$ cat src/rtl/seg7_scan_decoder.sv
// seg7_scan_decoder: recovers hex nibbles and decimal points from a
// time-multiplexed, active-low seven-segment bus (shared segments + digit enables).
//
// Ports:
//   clk          rising-edge clock
//   rst          synchronous, active-high reset
//   seg_n[7:0]   segment bus, active-low; bit7 = DP, bits[6:0] = g..a
//   dig_n        per-digit enables, active-low; one bit low = valid scan slot
//   value        decoded nibbles, digit i at [4i+3:4i]
//   dp           decimal point per digit, 1 = lit
//   digit_ok     1 = last committed pattern for that digit was a legal hex code
//   frame_valid  one-cycle pulse once every digit has committed since the last pulse
//   err          one-cycle pulse on an illegal pattern or a multi-hot dig_n
//
// Build option: define SEG7_SYNC_EN to put a 2-flop synchronizer (reset to
// all-ones) on seg_n and dig_n; every latency then grows by 2 cycles.
module seg7_scan_decoder #(
    parameter int DIGITS = 4,
    parameter int SETTLE = 4,
    parameter int STABLE = 2
) (
    input  logic                  clk,
    input  logic                  rst,
    input  logic [7:0]            seg_n,
    input  logic [DIGITS-1:0]     dig_n,
    output logic [4*DIGITS-1:0]   value,
    output logic [DIGITS-1:0]     dp,
    output logic [DIGITS-1:0]     digit_ok,
    output logic                  frame_valid,
    output logic                  err
);

    localparam int IW = (DIGITS > 1) ? $clog2(DIGITS) : 1;
    localparam int CW = $clog2(SETTLE) + 1;
    localparam int MW = $clog2(STABLE) + 1;

    typedef enum logic [2:0] {
        ST_IDLE,
        ST_SETTLE,
        ST_SAMPLE,
        ST_COMMIT,
        ST_HOLD
    } state_t;

    // ------------------------------------------------------------------
    // Input stage
    // ------------------------------------------------------------------
    logic [7:0]        seg_s;
    logic [DIGITS-1:0] dig_s;

`ifdef SEG7_SYNC_EN
    logic [7:0]        seg_m;
    logic [DIGITS-1:0] dig_m;

    // Idle level of both buses is all-ones, so the synchronizer resets there
    // and never fakes a slot out of reset.
    always_ff @(posedge clk) begin
        if (rst) begin
            seg_m <= '1;
            seg_s <= '1;
            dig_m <= '1;
            dig_s <= '1;
        end else begin
            seg_m <= seg_n;
            seg_s <= seg_m;
            dig_m <= dig_n;
            dig_s <= dig_m;
        end
    end
`else
    assign seg_s = seg_n;
    assign dig_s = dig_n;
`endif

    // ------------------------------------------------------------------
    // Segment pattern decode: returns {legal, nibble}
    // ------------------------------------------------------------------
    function automatic logic [4:0] decode(input logic [6:0] s);
        logic [4:0] r;
        r = 5'b0_0000;
        case (s)
            7'h40:   r = {1'b1, 4'h0};
            7'h79:   r = {1'b1, 4'h1};
            7'h24:   r = {1'b1, 4'h2};
            7'h30:   r = {1'b1, 4'h3};
            7'h19:   r = {1'b1, 4'h4};
            7'h12:   r = {1'b1, 4'h5};
            7'h02:   r = {1'b1, 4'h6};
            7'h78:   r = {1'b1, 4'h7};
            7'h00:   r = {1'b1, 4'h8};
            7'h10:   r = {1'b1, 4'h9};
            7'h08:   r = {1'b1, 4'hA};
            7'h03:   r = {1'b1, 4'hB};
            7'h46:   r = {1'b1, 4'hC};
            7'h21:   r = {1'b1, 4'hD};
            7'h06:   r = {1'b1, 4'hE};
            7'h0E:   r = {1'b1, 4'hF};
            default: r = 5'b0_0000;
        endcase
        return r;
    endfunction

    // ------------------------------------------------------------------
    // Digit-enable classification
    // ------------------------------------------------------------------
    logic [DIGITS-1:0] act;
    logic              one_hot;
    logic              multi_hot;
    logic [IW-1:0]     hot_idx;

    assign act = ~dig_s;

    // Clearing the lowest set bit leaves zero only for a single set bit.
    assign one_hot   = (act != '0) && ((act & (act - DIGITS'(1))) == '0);
    assign multi_hot = (act != '0) && !one_hot;

    always_comb begin
        hot_idx = '0;
        for (int i = 0; i < DIGITS; i++) begin
            if (act[i]) begin
                hot_idx = IW'(i);
            end
        end
    end

    // ------------------------------------------------------------------
    // State
    // ------------------------------------------------------------------
    state_t            state, state_d;
    logic [CW-1:0]     cnt, cnt_d;
    logic [MW-1:0]     match, match_d;
    logic [7:0]        prev, prev_d;
    logic [IW-1:0]     idx, idx_d;
    logic [DIGITS-1:0] lat, lat_d;
    logic [DIGITS-1:0] seen, seen_d;
    logic              mh, mh_d;
    logic [4*DIGITS-1:0] value_d;
    logic [DIGITS-1:0] dp_d;
    logic [DIGITS-1:0] digit_ok_d;
    logic              frame_valid_d;
    logic              err_d;
    logic [4:0]        dec;

    assign dec = decode(prev[6:0]);

    always_ff @(posedge clk) begin
        if (rst) begin
            state       <= ST_IDLE;
            cnt         <= '0;
            match       <= '0;
            prev        <= '0;
            idx         <= '0;
            lat         <= '1;
            seen        <= '0;
            mh          <= 1'b0;
            value       <= '0;
            dp          <= '0;
            digit_ok    <= '0;
            frame_valid <= 1'b0;
            err         <= 1'b0;
        end else begin
            state       <= state_d;
            cnt         <= cnt_d;
            match       <= match_d;
            prev        <= prev_d;
            idx         <= idx_d;
            lat         <= lat_d;
            seen        <= seen_d;
            mh          <= mh_d;
            value       <= value_d;
            dp          <= dp_d;
            digit_ok    <= digit_ok_d;
            frame_valid <= frame_valid_d;
            err         <= err_d;
        end
    end

    always_comb begin
        state_d       = state;
        cnt_d         = cnt;
        match_d       = match;
        prev_d        = prev;
        idx_d         = idx;
        lat_d         = lat;
        seen_d        = seen;
        mh_d          = 1'b0;
        value_d       = value;
        dp_d          = dp;
        digit_ok_d    = digit_ok;
        frame_valid_d = 1'b0;
        err_d         = 1'b0;

        unique case (state)
            ST_IDLE: begin
                // mh remembers a multi-hot bus so err fires only on entry.
                mh_d = multi_hot;
                if (one_hot) begin
                    idx_d   = hot_idx;
                    lat_d   = dig_s;
                    cnt_d   = '0;
                    state_d = ST_SETTLE;
                end else if (multi_hot && !mh) begin
                    err_d = 1'b1;
                end
            end

            ST_SETTLE: begin
                if (dig_s != lat) begin
                    state_d = ST_IDLE;
                end else if (cnt == CW'(SETTLE - 1)) begin
                    match_d = '0;
                    state_d = ST_SAMPLE;
                end else begin
                    cnt_d = cnt + CW'(1);
                end
            end

            ST_SAMPLE: begin
                if (dig_s != lat) begin
                    state_d = ST_IDLE;
                end else begin
                    prev_d = seg_s;
                    // A changed pattern restarts the run instead of aborting.
                    if ((match == '0) || (seg_s != prev)) begin
                        match_d = MW'(1);
                    end else begin
                        match_d = match + MW'(1);
                    end
                    if (match_d >= MW'(STABLE)) begin
                        state_d = ST_COMMIT;
                    end
                end
            end

            ST_COMMIT: begin
                dp_d[idx]       = ~prev[7];
                digit_ok_d[idx] = dec[4];
                if (dec[4]) begin
                    value_d[idx*4 +: 4] = dec[3:0];
                end else begin
                    err_d = 1'b1;
                end
                seen_d[idx] = 1'b1;
                if (&seen_d) begin
                    frame_valid_d = 1'b1;
                    seen_d        = '0;
                end
                state_d = ST_HOLD;
            end

            ST_HOLD: begin
                if (dig_s != lat) begin
                    state_d = ST_IDLE;
                end
            end

            default: begin
                state_d = ST_IDLE;
            end
        endcase
    end

endmodule

$ cat config.mk
export PLATFORM = sky130hd
export DESIGN_NAME = seg7_scan_decoder
export DESIGN_NICKNAME = d
export VERILOG_FILES = /design/src/rtl/seg7_scan_decoder.sv
export SDC_FILE = /design/constraint.sdc
export NUM_CORES = 1
export LEC_CHECK = 0
export CAP_MARGIN = 20
export CELL_PAD_IN_SITES_DETAIL_PLACEMENT = 1
export CELL_PAD_IN_SITES_GLOBAL_PLACEMENT = 2
export CORE_ASPECT_RATIO = 1.2
export CORE_MARGIN = 2
export CORE_UTILIZATION = 33
export DETAILED_ROUTE_END_ITERATION = 8
export GPL_TIMING_DRIVEN = 0
export PLACE_DENSITY = 0.91
export SYNTH_ARGS = -nofsm -noshare
export SYNTH_HDL_FRONTEND = slang
export SYNTH_SLANG_ARGS = --single-unit
export TNS_END_PERCENT = 10
$ cat constraint.sdc
create_clock -name clk -period 2 [get_ports clk]
set_input_delay 0.4 -clock clk [delete_from_list [all_inputs] [get_ports clk]]
set_output_delay 0.4 -clock clk [all_outputs]
set_load 0.01 [all_outputs]
==> reports/metrics.cfg, run 1 <==
[run_status]
status = finished clean

[routing]
drt-total-wl_um = 7750
routed_via_density = 5.28
via_count = 2664
postRouteAntennaNets = 0
route.detailed.drc = 0
firstDrtPassIters = 4
wire_per_inst_um = 15.4
dr.first_iter.drc_count = 88

[global_route]
grt_overflow = 0
grt_pass1_vias = 2567
grt_max_degree = 18
grtUsageTotal = 0.161
grt_pass1_wl_um = 12800
antenna_found_initial = 0

[cells_and_area]
syn2layout_area_growth_pct = 24.0
final_util = 0.422
finalNonFillerCells = 505
nets = 412
final_common_cell = dfxtp_1
drive_above_1_share = 0.139
diodes = 0
layout_common_cells = dfxtp_1, nand2_1, clkdlybuf4s50_1, a21oi_1, nor2_1

[power_and_ir_drop]
p_switching_mw = 0.520
power_mw = 1.93
clkPwrFrac = 0.323
p_int_mw = 1.41
p_sw_frac = 0.269
pwr-share-seq = 0.561
power.density_nw_per_um2 = 535
leakagePower_nw = 1.29
combPwrFrac = 0.115
peakVddDrop_mv = 0.294

[placement]
dp.cells = 493
dp_hpwl_um = 5650
finalWeightedCongestion = 0.804
io_buffers = 36

[yosys]
synth.avg_cell_area_um2 = 8.58
synth_edf_count = 0
syn_area_um2 = 2920
synth_cell_types = 66
synth_seq_cells = 53
ys_async_sr_fraction = 0
ys_seq_area_frac = 0.364
synth_nets = 365
yosysWarnings = 0
synth_cells = 340
synthFlopType = dfxtp_1

[timing]
slew_headroom = 0.569
finalSetupViolCount = 0
fmax_ghz = 0.523
drv_slew = 0
grt_setup_unrepaired = true
finalHoldViolCount = 0
tns_ns = 0
fin_crit_sh = 0.956
layout_min_cycle_time_ns = 1.91
fin_skew_ns = 0.00788
worst_slew_pin_slew_ns = 0.647

[critical_path]
cp-start-kind = flop
required_ns = 2.24
end_kind = flop
path_max_fanout = 10
reg2reg_depth = 6
worstSetupPathType = reg -> reg
crit_arrival_ns = 2.15

[floorplanning]
rows = 37
die_h_um = 107
die_area_um2 = 9610
start_util = 0.341
die_w_um = 89.8
core_area_um2 = 8560
ios = 40

[cts]
clock_latency_ns = 0.31
clkSlewWorstSetupHoldPaths_ns = 0.10
cts_root_buf = clkbuf_8
clk_path_buf_depth = 2
clock-sinks = 53
cts_buffers = 5
cts_tree = yes
htreeDepth = 2

[run]
maxCapViolCount = 0

[worst_hold_path]
hold_path.class = in -> reg
hold_depth = 3

kinds of logic after synthesis:
| logic type | Yosys count | synth area share |
|---|---|---|
| compound gates | 86 | 0.204 |
| flops | 53 | 0.364 |
| fa+ha+maj | 13 | 0.0545 |
| simple gates | 118 | 0.223 |
| buf+inv | 51 | 0.0922 |
| mux | 5 | 0.0176 |
| xor+xnor | 14 | 0.0446 |
critical path, cell delays in order, from the launching register on:
cell	delay (ns)
dfxtp_2	0.41
inv_1	0.16
ha_1	0.24
buf_6	0.14
or4b_1	0.58
nand2b_1	0.18
a21oi_1	0.14
layout make-up:
cell class / count / area [um2]
Buffer: 30 / 214
Fill cell: 1047 / 4950
Inverter: 21 / 80.1
Sequential cell: 53 / 1060
Tap cell: 117 / 146
Timing Repair Buffer: 40 / 393
Clock inverter: 3 / 22.5
Clock buffer: 5 / 68.8
Multi-Input combinational cell: 236 / 1630
layer usage:
metal  vias up  wire, um  global-route usage
met3         8       169              0.0274
met4         0        85              0.0440
met1      1299      3550               0.199
li1       1317         -                   -
met2        40      3950               0.288
met5         -         0                   0
power groups by stage:
| stage | combinational, mW | sequential (mW) | clock [mW] |
|---|---|---|---|
| 6_report | 0.223 | 1.09 | 0.625 |
| 5_1_grt | 0.250 | 1.09 | 0.690 |
| 4_1_cts | 0.224 | 1.09 | 0.653 |
| 3_5_place_dp | 0.220 | 1.11 | 0 |
| 3_3_place_gp | 0.213 | 1.11 | 0 |
| 2_1_floorplan | 0.147 | 1.11 | 0 |
metrics by stage:
step           worst slack [ns]  cell area [um2]  hold slack [ns]
6_report                 0.0886             3620            0.349
3_3_place_gp             -0.411             3420            0.447
3_5_place_dp             -0.450             3420            0.456
2_1_floorplan             0.210             2920            0.446
5_1_grt                 -0.0702             3620            0.355
4_1_cts                 0.00105             3540            0.341
state kept, by name (all words and copies together) (netlist names):
name and count:
value 16, prev 8, digit_ok 4, dp 4, lat 4, seen 4
cnt 3, state 3, idx 2, match 2, err 1, frame_valid 1
mh 1
final timing paths:
kind,startpoint,end,slack [ns]
setup / recovery,idx[0]$_SDFFE_PP0P_,value[6]$_SDFFE_PP0P_,0.09
setup reg to reg,idx[0]$_SDFFE_PP0P_,value[6]$_SDFFE_PP0P_,0.09
hold reg to reg,value[0]$_SDFFE_PP0P_,value[0]$_SDFFE_PP0P_,0.47
hold / removal,dig_n[1],lat[1]$_SDFFE_PP1P_,0.35
cell usage after synthesis (4+ instances only):
library cell   n  share of area
a311oi_1       8          0.024
a211oi_1       5          0.013
ha_1          11          0.047
dfxtp_1       53           0.36
nor3_1        11          0.019
a21oi_1       29          0.050
o211ai_1       4          0.010
nand3_1        7          0.012
nor2_1        22          0.028
xor2_1         6          0.018
o21ai_0        5         0.0086
nand2_1       37          0.048
clkbuf_1      10          0.013
mux2i_1        4          0.014
xnor2_1        7          0.021
nor4_1         4         0.0086
o21ai_1        4         0.0069
o32ai_1       10          0.030
buf_2          8          0.014
inv_1         19          0.024
buf_6          6          0.023
buf_4          6          0.015
timing repair:
| action | CTS | global route |
|---|---|---|
| buffers inserted | 2 | 2 |
| hold buffers | 0 | 0 |
| pin swaps | 2 | 3 |
| resized for setup | 3 | 18 |
| setup endpoints to repair | 16 | 27 |
Note: power is estimated with default switching activity, not from simulation.
==> run 2, diff against run 1 <==
CTS_CLUSTER_SIZE = 14   (was default)
==> results of run 2 <==
Same layout as run 1: the final DEF is identical, and so are final timing and power.
